<file path="src/rtl/aes_uart_ctrl_pkg.sv">
// Shared types and constants for the UART/AES command sequencer.
// Command, response bytes and the sequencer state encoding.
package aes_uart_pkg;

  typedef enum logic [2:0] {
    IDLE,
    LOAD,
    KEY,
    RUN,
    WAIT_AES,
    SEND,
    TX_WAIT
  } state_e;

  localparam int DEF_BLOCK_BYTES = 16;
  localparam int DEF_TIMEOUT     = 50000;

  localparam logic [7:0] CMD_KEY = 8'h4B;
  localparam logic [7:0] CMD_ENC = 8'h45;
  localparam logic [7:0] ACK     = 8'h06;
  localparam logic [7:0] NAK     = 8'h15;

  function automatic logic is_cmd(input logic [7:0] b);
    return (b == CMD_KEY) || (b == CMD_ENC);
  endfunction

endpackage

</file>
<file path="src/rtl/aes_uart_ctrl_shifter.sv">
// Byte-wide shift register: collects payload MSB-first and
// streams responses MSB-first, tracking how many bytes it holds.
module byte_shifter128
  import aes_uart_pkg::*;
#(
  parameter int BYTES = DEF_BLOCK_BYTES,
  localparam int W  = 8 * BYTES,
  localparam int CW = $clog2(BYTES + 1)
) (
  input  logic          clk,
  input  logic          rst,
  input  logic          clr_i,
  input  logic          load_i,
  input  logic [W-1:0]  load_data_i,
  input  logic [CW-1:0] load_cnt_i,
  input  logic          shin_i,
  input  logic [7:0]    byte_i,
  input  logic          shout_i,
  output logic [W-1:0]  data_o,
  output logic [7:0]    byte_o,
  output logic [CW-1:0] cnt_o
);

  logic [W-1:0]  data_q;
  logic [CW-1:0] cnt_q;

  // Clear beats load beats shift-in beats shift-out.
  always_ff @(posedge clk or posedge rst) begin
    if (rst) begin
      data_q <= '0;
      cnt_q  <= '0;
    end else if (clr_i) begin
      data_q <= '0;
      cnt_q  <= '0;
    end else if (load_i) begin
      data_q <= load_data_i;
      cnt_q  <= load_cnt_i;
    end else if (shin_i) begin
      data_q <= {data_q[W-9:0], byte_i};
      cnt_q  <= cnt_q + CW'(1);
    end else if (shout_i) begin
      data_q <= {data_q[W-9:0], 8'h00};
      cnt_q  <= cnt_q - CW'(1);
    end
  end

  assign data_o = data_q;
  assign byte_o = data_q[W-1:W-8];
  assign cnt_o  = cnt_q;

endmodule

</file>
<file path="src/rtl/aes_uart_ctrl.sv">
// Command sequencer between the UART byte stream and an AES-128 core:
// parses key/encrypt frames, drives the core, streams the reply.
module aes_uart_ctrl
  import aes_uart_pkg::*;
#(
  parameter int BLOCK_BYTES    = DEF_BLOCK_BYTES,
  parameter int TIMEOUT_CYCLES = DEF_TIMEOUT
) (
  input  logic         clk,
  input  logic         rst,
  input  logic         rx_valid,
  input  logic [7:0]   rx_data,
  input  logic         tx_busy,
  output logic         tx_start,
  output logic [7:0]   tx_data,
  output logic         key_load,
  output logic [127:0] key_out,
  output logic         aes_start,
  output logic [127:0] aes_in,
  input  logic         aes_done,
  input  logic [127:0] aes_out,
  output logic         busy,
  output logic         err
);

  localparam int W  = 8 * BLOCK_BYTES;
  localparam int CW = $clog2(BLOCK_BYTES + 1);
  localparam int TW = $clog2(TIMEOUT_CYCLES + 1);
  localparam logic [TW-1:0] TO_MAX = TW'(TIMEOUT_CYCLES);
  localparam logic [CW-1:0] LAST   = CW'(BLOCK_BYTES - 1);
  localparam logic [CW-1:0] FULL_N = CW'(BLOCK_BYTES);
  localparam logic [CW-1:0] ONE    = CW'(1);

  state_e        state_q, state_d;
  logic          cmd_key_q, cmd_key_d;
  logic          err_q, err_d;
  logic          wait_q, wait_d;
  logic [TW-1:0] to_q, to_d;
  logic [W-1:0]  key_q, key_d;
  logic [W-1:0]  ain_q, ain_d;

  logic          sh_clr, sh_load, sh_in, sh_out;
  logic [W-1:0]  sh_ld_data, sh_data, full;
  logic [CW-1:0] sh_ld_cnt, sh_cnt;
  logic [7:0]    sh_byte;

  byte_shifter128 #(.BYTES(BLOCK_BYTES)) u_shift (
    .clk         (clk),
    .rst         (rst),
    .clr_i       (sh_clr),
    .load_i      (sh_load),
    .load_data_i (sh_ld_data),
    .load_cnt_i  (sh_ld_cnt),
    .shin_i      (sh_in),
    .byte_i      (rx_data),
    .shout_i     (sh_out),
    .data_o      (sh_data),
    .byte_o      (sh_byte),
    .cnt_o       (sh_cnt)
  );

  // Block as it will look once the byte on rx_data is shifted in,
  // so key_out/aes_in are already valid during key_load/aes_start.
  assign full = {sh_data[W-9:0], rx_data};

  // Next-state, datapath updates and one-cycle strobes.
  always_comb begin
    state_d    = state_q;
    cmd_key_d  = cmd_key_q;
    err_d      = err_q;
    wait_d     = 1'b0;
    to_d       = '0;
    key_d      = key_q;
    ain_d      = ain_q;
    sh_clr     = 1'b0;
    sh_load    = 1'b0;
    sh_ld_data = '0;
    sh_ld_cnt  = '0;
    sh_in      = 1'b0;
    sh_out     = 1'b0;
    tx_start   = 1'b0;
    key_load   = 1'b0;
    aes_start  = 1'b0;

    if (rx_valid && !(state_q inside {IDLE, LOAD}))
      err_d = 1'b1;

    unique case (state_q)
      IDLE: begin
        if (rx_valid) begin
          if (is_cmd(rx_data)) begin
            cmd_key_d = (rx_data == CMD_KEY);
            err_d     = 1'b0;
            sh_clr    = 1'b1;
            state_d   = LOAD;
          end else begin
            err_d      = 1'b1;
            sh_load    = 1'b1;
            sh_ld_data = {NAK, {(W-8){1'b0}}};
            sh_ld_cnt  = ONE;
            state_d    = SEND;
          end
        end
      end
      LOAD: begin
        if (rx_valid) begin
          sh_in = 1'b1;
          if (sh_cnt == LAST) begin
            if (cmd_key_q) begin
              key_d   = full;
              state_d = KEY;
            end else begin
              ain_d   = full;
              state_d = RUN;
            end
          end
        end else if (to_q == TO_MAX) begin
          err_d      = 1'b1;
          sh_load    = 1'b1;
          sh_ld_data = {NAK, {(W-8){1'b0}}};
          sh_ld_cnt  = ONE;
          state_d    = SEND;
        end else begin
          to_d = to_q + TW'(1);
        end
      end
      KEY: begin
        key_load   = 1'b1;
        sh_load    = 1'b1;
        sh_ld_data = {ACK, {(W-8){1'b0}}};
        sh_ld_cnt  = ONE;
        state_d    = SEND;
      end
      RUN: begin
        aes_start = 1'b1;
        state_d   = WAIT_AES;
      end
      WAIT_AES: begin
        if (aes_done) begin
          sh_load    = 1'b1;
          sh_ld_data = aes_out;
          sh_ld_cnt  = FULL_N;
          state_d    = SEND;
        end
      end
      SEND: begin
        if (!tx_busy) begin
          tx_start = 1'b1;
          sh_out   = 1'b1;
          state_d  = TX_WAIT;
        end
      end
      TX_WAIT: begin
        if (!wait_q || tx_busy)
          wait_d = 1'b1;
        else
          state_d = (sh_cnt != '0) ? SEND : IDLE;
      end
      default: state_d = IDLE;
    endcase
  end

  // State and datapath registers.
  always_ff @(posedge clk or posedge rst) begin
    if (rst) begin
      state_q   <= IDLE;
      cmd_key_q <= 1'b0;
      err_q     <= 1'b0;
      wait_q    <= 1'b0;
      to_q      <= '0;
      key_q     <= '0;
      ain_q     <= '0;
    end else begin
      state_q   <= state_d;
      cmd_key_q <= cmd_key_d;
      err_q     <= err_d;
      wait_q    <= wait_d;
      to_q      <= to_d;
      key_q     <= key_d;
      ain_q     <= ain_d;
    end
  end

  assign tx_data = tx_start ? sh_byte : 8'h00;
  assign key_out = key_q;
  assign aes_in  = ain_q;
  assign err     = err_q;
  assign busy    = (state_q != IDLE);

endmodule

</file>
<file path="config.mk">
export PLATFORM = sky130hd
export DESIGN_NAME = aes_uart_ctrl
export DESIGN_NICKNAME = d
export VERILOG_FILES = /design/src/rtl/aes_uart_ctrl_pkg.sv /design/src/rtl/aes_uart_ctrl_shifter.sv /design/src/rtl/aes_uart_ctrl.sv
export SDC_FILE = /design/constraint.sdc
export NUM_CORES = 1
export LEC_CHECK = 0
export ABC_AREA = 1
export BUFFER_PORTS_ARGS = -buffer_cell sky130_fd_sc_hd__buf_2
export CORE_MARGIN = 2
export CORE_UTILIZATION = 54
export DETAILED_ROUTE_END_ITERATION = 16
export PLACE_DENSITY = 0.8
export SLEW_MARGIN = 20
export SYNTH_ARGS = -nofsm -noshare
export SYNTH_HDL_FRONTEND = slang
export SYNTH_SLANG_ARGS = --single-unit
</file>
<file path="constraint.sdc">
create_clock -name clk -period 17 [get_ports clk]
set_clock_uncertainty 0.2 [all_clocks]
set_input_delay 2.55 -clock clk [delete_from_list [all_inputs] [get_ports clk]]
set_output_delay 2.55 -clock clk [all_outputs]
set_load 0.05 [all_outputs]
</file>
==> results of run 1 <==
==> Yosys cell counts <==
cell type / count / area share, %
o41ai_1: 1 / 0.051
dfrtp_1: 411 / 60
nor2_2: 4 / 0.15
nand3_1: 27 / 0.78
a31oi_1: 1 / 0.036
nor3_1: 7 / 0.20
clkinv_1: 1 / 0.022
nand3_2: 3 / 0.17
xor2_1: 1 / 0.051
buf_2: 22 / 0.64
a21boi_0: 1 / 0.044
ha_1: 6 / 0.44
inv_1: 171 / 3.7
nand3b_1: 2 / 0.087
o22ai_1: 1 / 0.036
clkbuf_1: 79 / 1.7
nand2_2: 2 / 0.073
buf_6: 9 / 0.59
nor2_1: 46 / 1.0
fa_1: 1 / 0.12
o21a_1: 2 / 0.087
o211ai_1: 2 / 0.087
o21ai_0: 348 / 10
a21oi_1: 14 / 0.41
nand4_1: 5 / 0.18
nor2_4: 2 / 0.13
buf_4: 1 / 0.044
o21ai_1: 34 / 0.99
buf_1: 1 / 0.022
and3_1: 1 / 0.036
o21bai_1: 1 / 0.044
nand2_1: 831 / 18
o31ai_1: 2 / 0.087
inv_2: 6 / 0.13
==> report_power, final <==
group,switching [mW],total (mW),internal [mW]
combinational,0.619,0.819,0.201
clock,0.385,0.962,0.577
sequential,0.0655,1.15,1.09
==> sequential cells by signal, indices dropped and copies added, names as in the netlist <==
signal,cells
aes_in,128
key_out,128
u_shift.data_o,128
to_q,16
u_shift.cnt_o,5
state_q,3
cmd_key_q,1
err,1
wait_q,1
==> routing by layer <==
| layer | share of wire [%] | GRT usage (%) | routed length (um) |
|---|---|---|---|
| met1 | 42 | 40.5 | 20600 |
| met2 | 47 | 45.5 | 22800 |
| met3 | 7.5 | 4.61 | 3660 |
| met4 | 3.9 | 12.5 | 1890 |
| met5 | 0 | 0 | 0 |
==> cell usage in the layout (no fill, tap or decap), types with 4 or more instances in the layout <==
| cell | count |
|---|---|
| a21oi_1 | 14 |
| buf_2 | 409 |
| buf_4 | 8 |
| bufinv_16 | 4 |
| clkbuf_1 | 10 |
| clkbuf_16 | 43 |
| clkbuf_8 | 11 |
| clkinv_2 | 7 |
| dfrtp_1 | 411 |
| diode_2 | 5 |
| ha_1 | 6 |
| inv_1 | 169 |
| inv_2 | 6 |
| nand2_1 | 831 |
| nand3_1 | 26 |
| nand4_1 | 5 |
| nor2_1 | 46 |
| nor2_2 | 4 |
| nor3_1 | 7 |
| o21ai_0 | 348 |
| o21ai_1 | 34 |
==> worst min path at each step <==
stage | slack (ps) | to | depth (start not counted)
4_1_cts | 280 | u_shift.data_o[119]$_DFFE_PP0P_ | 2
3_5_place_dp | 260 | u_shift.data_o[77]$_DFFE_PP0P_ | 2
2_1_floorplan | 250 | u_shift.data_o[121]$_DFFE_PP0P_ | 2
3_3_place_gp | 260 | key_out[52]$_DFFE_PP0P_ | 2
6_report | 280 | u_shift.data_o[108]$_DFFE_PP0P_ | 2
5_1_grt | 290 | aes_in[61]$_DFFE_PP0P_ | 2
==> cell type report <==
class	instances	area (um^2)
Inverter	178	683
Multi-Input combinational cell	1345	5790
Tap cell	402	503
Timing Repair Buffer	421	2160
Clock inverter	15	189
Clock buffer	64	1260
Sequential cell	411	10300
Fill cell	2587	10600
Antenna cell	5	12.5
==> cell families after synthesis <==
family                     Yosys count
adders and majority gates            7
xor gates and xnor gates             1
buffers and inverters              290
AOI/OAI and AO/OA                  407
DFF                                411
and+or+nand+nor                    930
==> worst min-delay path, delay by kind of cell, from the launching register on <==
family | cells | cell delay [ps]
flops | 1 | 340
simple gates | 2 | 100
==> reports/results.txt, run 1 <==
Simple-gate portion of the synthesized area: 20.9%. The tools report the number of global-route vias before repair as 14500. Across all setup checks in the final design, the least slack found is 10760 ps. Setup violations remaining at the end of the flow were counted as 0. The number of hold buffers added after CTS was 0. The width of the die is 183 um, and the utilization after layout is 66.4%.

The minimum hold slack was 276 ps. The number of setup buffers added after CTS is 0. Summing the areas of all fa, ha and maj instances in the mapped netlist gives 0.551% of the synthesized area.

Traced cell by cell, the critical path runs through buf_2, nor2_1, inv_1, nor2_1, buf_2. The detail route stage leaves a number of antenna-violating nets equal to 0. Compared with the post-synthesis result, the final layout area differs by 21.1%. The H-tree was split into 2 levels. In the routed layout, each cell is associated on average with a via count of 5.35. Entering global routing, the biggest net connects 181 pins. Data on the critical path arrives at its endpoint at 3490 ps. The final hold violation count is 0. The worst setup path startpoint is tx_busy. By area, the combinational part of the netlist is dominated by simple AND/OR/NAND/NOR gates. Across the run, the number of max-cap violations was 0. TritonCTS built the clock tree.

The count of port buffers added during placement works out to 409. After clock tree synthesis, the clock-pin slew on the worst setup and hold paths is 60 ps. The post-synthesis instance total was 2046; the number of violations reported at the end of detailed-routing iteration 0 was 1550. During I/O placement, the number of pins put on the boundary was 410.

The run gives 14250 ps as the critical path required time. In this run the static leakage power is 11.2 nW. The final critical-path share of the clock period was 36.7%.

The tools report the half-perimeter wire length after placement as 32.4 mm. The die is 183 um tall. STA classifies the critical path startpoint as an input pin. After synthesis the cells add up to 0.0172 mm^2. The initial standard-cell utilization of the core is 54.8%, and the area fraction in compound gates after synthesis is 12.0%. Largest delay contributor family on the critical path: buffers and inverters. The startpoint of the lowest-slack register-to-register path was state_q[0]$_DFFE_PP0P_.

The synthesized area per cell is 8.43 um^2, and the global routing usage summed across all routing layers is 29.0%. The total design power was 2.93 mW. CTS saw 411 sinks. Final instance area: 0.0209 mm^2. Library cell used as clock root buffer: clkbuf_16. The count of pins over their slew limit came out at 0. Pre-CTS worst setup slack: 10760 ps. Timing would allow up to 160 MHz. Counting the buffers created by CTS gives 43. Synthesized net count: 2194. The run finished with clean final reports. The global placement routability congestion was 0.915.

The critical path ends at tx_data[2]. The pin slew with the least headroom to its limit is 1020 ps, and the total stage count of the critical path is 5. For the number of core rows, the log shows 65. The worst hold path belongs to the class reg2reg. IR analysis of the VDD net gives a maximum drop of 113 uV.

For this run, the slowest stage of the critical path takes 280 ps. Counting distinct cell types in the post-synthesis netlist gives 34. In this run the deepest clock path goes through 3 buffers. The tools report the critical path endpoint category as a primary output. Counting cells, the worst reg-to-reg path comes to 11. For this run, the number of standard cells in the final layout without fillers is 2841.

The core area came out at 0.0315 mm^2. The wire length reported by the detailed router is 49.0 mm, and the tightest slew margin relative to the limit is 32.3%. For this block, the via count after detailed routing is 15200.

Cells with a size suffix above 1 make up 21.0% of the layout. The total of flip-flops plus latches after synthesis was 411; the setup TNS after final layout was 0 ps. For this design the ratio of total power to cell area is 140 mW/mm^2.

For the reg2reg setup slack, the log shows 12850 ps. The post-layout net count was 2548. After detailed placement, the total cell area comes to 0.0194 mm^2. The initial antenna violation count was 4.

The number of buffers and inverters on the critical path works out to 3. Number of placed instances, taps included: 2757. Source-to-sink clock delay at the later pin of the worst-skew pair: 530 ps. The endpoint of the worst register-to-register path is u_shift.data_o[114]$_DFFE_PP0P_. In the final routed layout, each cell accounts on average for 17.2 um. The post-synthesis xor/xnor area fraction works out to 0.0508%. The worst hold path startpoint is u_shift.data_o[108]$_DFFE_PP0P_.

The worst setup path is of the in2out kind. The share of cell area taken by muxes after synthesis is 0%, and the maximum fanout along the worst path is 8. The post-cts resize count was 0.

The number of design rule violations left after detail routing came out at 0. The tools report the total grt overflow as 0. The tools report the total of warnings raised by yosys as 0. The die outline area is 0.0334 mm^2. The tools report the total iterations of the first detailed-routing run as 5. For the share of the yosys chip area belonging to registers, the log shows 59.6%.

On the critical path, the stage with the largest delay is an instance of buf_2. Setup repair after global routing left no endpoint under its margin. The smallest clock period supported by the final layout is computed as 6240 ps. The first global-routing pass estimated 77.4 mm of wire.
No activity file was read; power rests on OpenSTA's default activity.
==> run 2, diff against run 1 <==
==> constraint.sdc (replaced) <==
create_clock -name clk -period 6.27 [get_ports clk]
set_clock_uncertainty 0.2 [all_clocks]
set_input_delay 0.9405 -clock clk [delete_from_list [all_inputs] [get_ports clk]]
set_output_delay 0.9405 -clock clk [all_outputs]
set_load 0.05 [all_outputs]
==> run 2 against run 1 <==
Against the previous run:
- first-iteration DRC count fell by 21%
- largest power group unchanged
- combinational power rose to 2.7 times the previous value
- flip-flop and latch count did not move
- final cell count barely moved
- clock-buffer cell count rose by 3
- critical endpoint is now u_shift.data_o[95]$_DFFE_PP0P_
- clock power rose to 2.6 times the previous value
- setup slack got worse by 8300 ps
==> reports/results.txt, run 2 (synthesis results as in run 1) <==
The post-cts resize count is 0, and the core area is 0.0315 mm^2. The run gives 0 as the number of antenna-violating nets in the routed design. The min-delay analysis places its worst path in the category in2async.

Setup violations remaining at the end of the flow were counted as 0. In this run the tool buffered the top-level ports with 409 buffer cells. The logs give 76.3 mm for the first-pass GRT wire length and 1225 for the number of violations reported at the end of detailed-routing iteration 0. After floorplanning, the core was divided into 65 placement rows.

For the static power due to leakage, the log shows 11.2 nW. Along the worst path, the maximum fanout reaches 73. The critical path is of the in2reg type. In this run the tightest slew margin relative to its limit is 31.8%. The worst path in the final design needs a cycle of 3760 ps, including I/O delays and setup. After clock tree synthesis, the clock-pin slew on the worst setup and hold paths is 60 ps. The count of pins over their slew limit is 0, and the height of the die is 183 um. In the layout the commonest cells are 831 x nand2_1, 411 x dfrtp_1, 409 x buf_2, 348 x o21ai_0, 169 x inv_1.

The die covers 0.0334 mm^2. The tree is rooted in a clkbuf_16. Setup repair after global routing left no endpoint under its margin. For this design the ratio of total power to cell area is 373 mW/mm^2. For the final hold violation count, the log shows 0.

Before CTS, the worst setup slack after placement is 2000 ps. Once placement finished, the instance area stood at 0.0194 mm^2. The total design power is 7.77 mW. Once the clock tree was built, the setup fixing pass inserted 0 buffers.

Once the floorplan was initialized, standard cells occupied 54.8% of the core. The maximum number of pins on one net before global-route repair is 187. STA classifies the critical path startpoint as an input pin. The per-cell routed wire length is 16.8 um, and the initial antenna violation count is 7. The worst-case IR drop observed on VDD is 313 uV. In this run, CTS created clock tree buffers numbering 42.

At the worst endpoint, the required time is 6520 ps. The wire-length estimate of the detail-placed layout is 32.5 mm. At the pin with the least slew margin, the transition time is 1020 ps.

For the number of max-cap violations, the log shows 0. TritonCTS built the clock tree. No sink is reached through more buffers than the 3 on the longest clock path.

The tools report the total via count in the routed design as 15100. The smallest setup slack after layout came out at 2510 ps. The relative area change from synthesis to final layout was 20.7%.

The logs give 14500 for the number of global-route vias before repair and 0 for the count of hold buffers inserted by post-cts repair. Once layout is done, the placed cells without fillers occupy 0.0208 mm^2. The run gives 2548 as the post-layout net count. Summed over all layers, the routed wires come to 47.7 mm. The H-tree was split into 2 levels.

The run gives 0.940 as the global placement routability congestion. After detailed placement, the design holds a cell count of 2758. The worst setup path is captured at a flip-flop. The tools report the total grt overflow as 0.

Across every metal layer, demand over resource in global routing totals 28.5%. The library cell used most frequently in the layout, excluding fill and tap cells, is nand2_1. The first detailed-routing pass took 7 iterations. The flow ran to the end, and the final reports show no timing, DRC or antenna violations.

For the number of cells in the finished layout apart from fillers, the log shows 2840. For the arrival time at the worst endpoint, the log shows 4020 ps. The run gives 530 ps as the source-to-sink clock delay at the later pin of the worst-skew pair. Static timing analysis puts the maximum clock frequency at 266 MHz.

After layout, the worst path uses 60.0% of the clock period. Of the cells placed in the final design, the portion with a size suffix greater than 1 is 20.7%. The CTS sink count is 411. From left edge to right edge, the die measures 183 um. The run gives 410 as the total I/O pin count. The via count normalized by instance count works out to 5.32.

The run gives 0 as the number of design rule violations left after detail routing.
==> run 2: cell types whose count changed in the layout (fill, tap and decap cells not counted), sizes merged <==
cell,previous run,this run
clkbuf,64,67
bufinv,4,1
inv,179,176
diode,5,6
buf,421,422
==> run 2: stage by stage <==
| step | setup TNS [ps] | hold WS, ps | utilization, % |
|---|---|---|---|
| after CTS | 0 | 230 | 66.1 |
| after global routing | 0 | 258 | 66.1 |
| after floorplan | -168560 | 249 | - |
| final | 0 | 234 | 66.1 |
| after global placement | 0 | 259 | 61.8 |
| after detailed placement | 0 | 265 | 61.8 |
==> run 2: layout make-up <==
class | count | area, um^2
antenna | 6 | 15.0
sequential | 411 | 10300
fill | 2573 | 10700
timing repair buffer | 422 | 2190
clock buffer | 67 | 1290
tap | 402 | 503
inverter | 178 | 674
multi-input combinational | 1345 | 5790
clock inverter | 9 | 73.8
==> run 2: layer usage <==
metal | vias up | part of all wire, % | track usage [%] | wire length [um]
li1 | 7125 | - | - | -
met1 | 7123 | 41 | 39.2 | 19700
met2 | 726 | 46 | 44.2 | 21800
met3 | 142 | 8.3 | 5.67 | 3980
met4 | 2 | 4.7 | 12.8 | 2240
met5 | - | 0.027 | 0 | 13
==> run 2: path summary, 6_finish.rpt <==
path                                                       end  slack, ps                            from  cells past startpoint
worst max-delay path            u_shift.data_o[95]$_DFFE_PP0P_       2510                      rx_data[4]                     12
worst max register to register  u_shift.data_o[95]$_DFFE_PP0P_       2540               to_q[0]$_DFF_PP0_                     13
max in group asynchronous               aes_in[78]$_DFFE_PP0P_       4280                             rst                      3
min in group clk                u_shift.data_o[35]$_DFFE_PP0P_        280  u_shift.data_o[35]$_DFFE_PP0P_                      2
worst min register to register  u_shift.data_o[35]$_DFFE_PP0P_        280  u_shift.data_o[35]$_DFFE_PP0P_                      2
worst min-delay path                   key_out[22]$_DFFE_PP0P_        230                             rst                      2
==> run 2: power by group <==
part           switching, mW  internal, mW  total (mW)  leakage, nW
Combinational           1.64         0.547        2.18         4.88
Sequential             0.183          2.95        3.13         5.64
Clock                   1.01          1.45        2.46        0.674
==> run 2: worst max-delay path, cell delays in order <==
cell and delay (ps):
buf_2 110, inv_1 90, nand2_1 80, nor2_1 140, nand2_1 110, nand2_1 150
nand3_4 490, nor2_4 300, buf_4 560, buf_4 720, nand2_1 140, nand2_1 110
==> run 3, diff against run 2 <==
--- a/config.mk
+++ b/config.mk
@@ -8,9 +8,9 @@
 export ABC_AREA = 1
 export BUFFER_PORTS_ARGS = -buffer_cell sky130_fd_sc_hd__buf_2
 export CORE_MARGIN = 2
-export CORE_UTILIZATION = 54
+export CORE_UTILIZATION = 49
 export DETAILED_ROUTE_END_ITERATION = 16
-export PLACE_DENSITY = 0.8
+export PLACE_DENSITY = 0.77
 export SLEW_MARGIN = 20
 export SYNTH_ARGS = -nofsm -noshare
 export SYNTH_HDL_FRONTEND = slang
==> constraint.sdc (replaced) <==
create_clock -name clk -period 3.2 [get_ports clk]
set_clock_uncertainty 0.2 [all_clocks]
set_input_delay 0.48 -clock clk [delete_from_list [all_inputs] [get_ports clk]]
set_output_delay 0.48 -clock clk [all_outputs]
set_load 0.05 [all_outputs]
==> run 3 against run 2 <==
Against the previous run:
- final cell count rose by 2.5%
- first-iteration DRC count rose by 11%
- via count increased by 1.1%
- utilization shrank 5.0 points
- combinational power rose by 110%
- worst hold slack lost 200 ps
- die area is 10% higher
- final area is 1.8% higher
- global-route usage down 1.6 points
- critical path depth is 1 higher
- power grew 100%
- critical path type is now reg2reg
- critical endpoint is now u_shift.data_o[5]$_DFFE_PP0P_
- largest power group unchanged
==> reports/results.txt, run 3 (synthesis results as in run 1) <==
The library cell used as clock root buffer is clkbuf_16. In this run switching power makes up 36.2% of total power. Post-CTS repair changed the size of 0 cells.

The die covers 0.0367 mm^2. The routed design could run at a clock period as short as 2970 ps. The sequential fraction of design power is 39.4%. After detailed routing, the number of vias per cell comes to 5.25. The total internal power was 9.93 mW; the number of buffers on the longest clock path was 3. Setup repair after global routing left no endpoint under its margin. The analysis attributes to cell leakage a power of 11.3 nW. For the number of core rows, the log shows 68. The first-pass GRT wire length came out at 78.5 mm. The final critical path takes up 92.8% of the cycle.

The critical path contains buffers and inverters numbering 4 combined. The logs give 31.8% for the part of the power in the clock network and 410 for the total I/O pin count. For this run, the share of the core covered by cells in the final layout is 61.2%.

By startpoint and endpoint, the worst setup path is classified as reg2reg. After layout, the design draws a total of 15.6 mW. The class of the tightest hold or removal check is in2reg. Based on the critical path, the design can be clocked at up to 337 MHz.

The cell that appears most often on the critical path is nand2_1. Across the run, the number of max-cap violations was 0. The later pin in the worst-skew pair is clocked with a latency of 530 ps.

Of the cells placed in the final design, the portion with a size suffix greater than 1 is 21.0%. The tools report the number of global-route vias before repair as 14800. The width of the die was 192 um; the global routing usage summed across all routing layers was 26.9%.

In this run the standard cell core region covers 0.0346 mm^2. Wire length reported by the detailed router: 49.5 mm. The worst setup path is captured at a flip-flop. Walking the worst path, the cells encountered are inv_1, ha_1, nand2_1, inv_1, nand2_1, nor2_1, nand3_1, nand3_4, nor2_4, buf_4, nand2_1, nand3_1, dlygate4sd3_1. The run gives 145 as the maximum number of pins on one net before global-route repair. At the pin with the least slew margin, the transition time is 1090 ps. The number of design rule violations left after detail routing was 0; the total iterations of the first detailed-routing run was 5. The initial utilization of the core area, before any placement, comes to 49.8%.

The final instance area is 0.0212 mm^2, and the power density over the cells is 735 mW/mm^2. The fill cell total of the finished layout is 2986. Clock tree synthesis inserted a total of 43 buffers.

Once detailed placement completed, the half-perimeter wirelength came to 33.9 mm. On the critical path the largest part of the delay comes from buffers and inverters. The die is 192 um tall.

For this block, the initial DRC count from the detailed router was 1355. The number of antenna-violating nets in the routed design came out at 0. The number of levels in the clock H-tree came out at 2.

The flow ran to the end, and the final reports show no timing, DRC or antenna violations. For the minimum hold slack, the log shows 34.1 ps. For this run, the post-layout net count is 2569. The slowest stage of the critical path belongs to the cell buf_4. In this design, the stage delay of the slowest critical-path cell is 570 ps.

STA classifies the critical path startpoint as a flip-flop. The run gives 7 as the initial antenna violation count. The routed layout has 15300 vias. The global placement routability congestion came out at 0.895.

Per-cell routed wire length: 17.0 um. STA puts the critical path data arrival time at 3240 ps. The final-report setup violation count is 0. The logs give 0 for the count of pins over their slew limit and 1000 uV for the worst supply voltage drop on vdd. After detailed placement, the total cell area comes to 0.0197 mm^2. Of all nets on the critical path, the largest fanout is 67. The library cells used most frequently in the layout, excluding fill and tap cells, are 831 x nand2_1, 411 x dfrtp_1, 409 x buf_2, 348 x o21ai_0, 169 x inv_1.

For the critical path required time, the log shows 3470 ps. Headroom to the max-slew limit came out at 27.7%. The relative area change from synthesis to final layout is 22.8%.

The share of total power dissipated in combinational logic is 28.8%. In this run the tool buffered the top-level ports with 409 buffer cells. The most common cell after layout, fill and taps aside is nand2_1. Clock-pin slew was measured on the worst setup and hold paths at 60 ps.

Final hold violation count: 0. Global routing finished with a remaining overflow of 0. TritonCTS built the clock tree. Summed over all nets, the switching power comes to 5.64 mW. Clock tree synthesis found a total of 411 sinks.
[run 3: cell count changes in the layout (fill, tap and decap cells not counted), sizes merged]
cell / delta
buf: +9
bufinv: +1
clkbuf: -3
clkinv: -3
clkinvlp: +1
diode: +1
dlygate4sd3: +11
inv: +1
[run 3: cell type report]
class / count / area [um^2] / share of cell area (%)
flip-flops and latches: 411 / 10300 / 48.6
multi-input cells: 1345 / 5790 / 27.3
repair buffers: 442 / 2450 / 11.6
clock buffers: 64 / 1300 / 6.12
inverters: 178 / 674 / 3.18
well taps: 455 / 569 / 2.69
clock inverters: 9 / 101 / 0.478
diodes: 7 / 17.5 / 0.0827
[run 3: worst min-delay path: cells and delay by family]
kind	cells	cell delay, ps
buffers and inverters	1	100
and+or+nand+nor	2	150
[run 3: path summary, 6_finish.rpt]
path | to | cells past startpoint | slack, ps | from
worst min register to register | u_shift.data_o[31]$_DFFE_PP0P_ | 2 | 280 | u_shift.data_o[31]$_DFFE_PP0P_
worst max register to register | u_shift.data_o[5]$_DFFE_PP0P_ | 13 | 230 | to_q[0]$_DFF_PP0_
worst min-delay path | u_shift.data_o[7]$_DFFE_PP0P_ | 3 | 30 | rx_data[7]
min in group asynchronous | u_shift.data_o[15]$_DFFE_PP0P_ | 3 | 390 | rst
worst max-delay path | u_shift.data_o[5]$_DFFE_PP0P_ | 13 | 230 | to_q[0]$_DFF_PP0_
max in group asynchronous | aes_in[2]$_DFFE_PP0P_ | 4 | 1500 | rst
[run 3: power groups by stage]
stage                     sequential, mW  clock, mW  combinational [mW]
after floorplan                     6.28          0                3.16
after global placement              6.19          0                4.30
after detailed placement            6.20          0                4.44
after CTS                           6.12       5.03                4.49
after global routing                6.19       5.26                5.07
final                               6.13       4.95                4.48
[run 3: per-layer routing]
layer	vias up	share of wire, %	GRT usage (%)
met4	2	3.8	11.3
li1	7149	-	-
met3	126	7.4	4.42
met5	-	0.022	0
met2	654	47	42.7
met1	7352	41	36.8
[run 3: per-stage QoR]
| step | instances | TNS (ps) | setup slack (ps) |
|---|---|---|---|
| final | 2911 | 0 | 229 |
| after CTS | 2904 | 0 | 222 |
| after floorplan | 2046 | -1241070 | -3020 |
| after global routing | 2910 | 0 | 62.0 |
| after global placement | 2820 | 0 | 725 |
| after detailed placement | 2820 | 0 | 625 |
[run 3: timing repair]
item                      in CTS  in global routing
hold endpoints to repair      19                  0
setup buffers                  0                  0
hold buffers                  11                  0
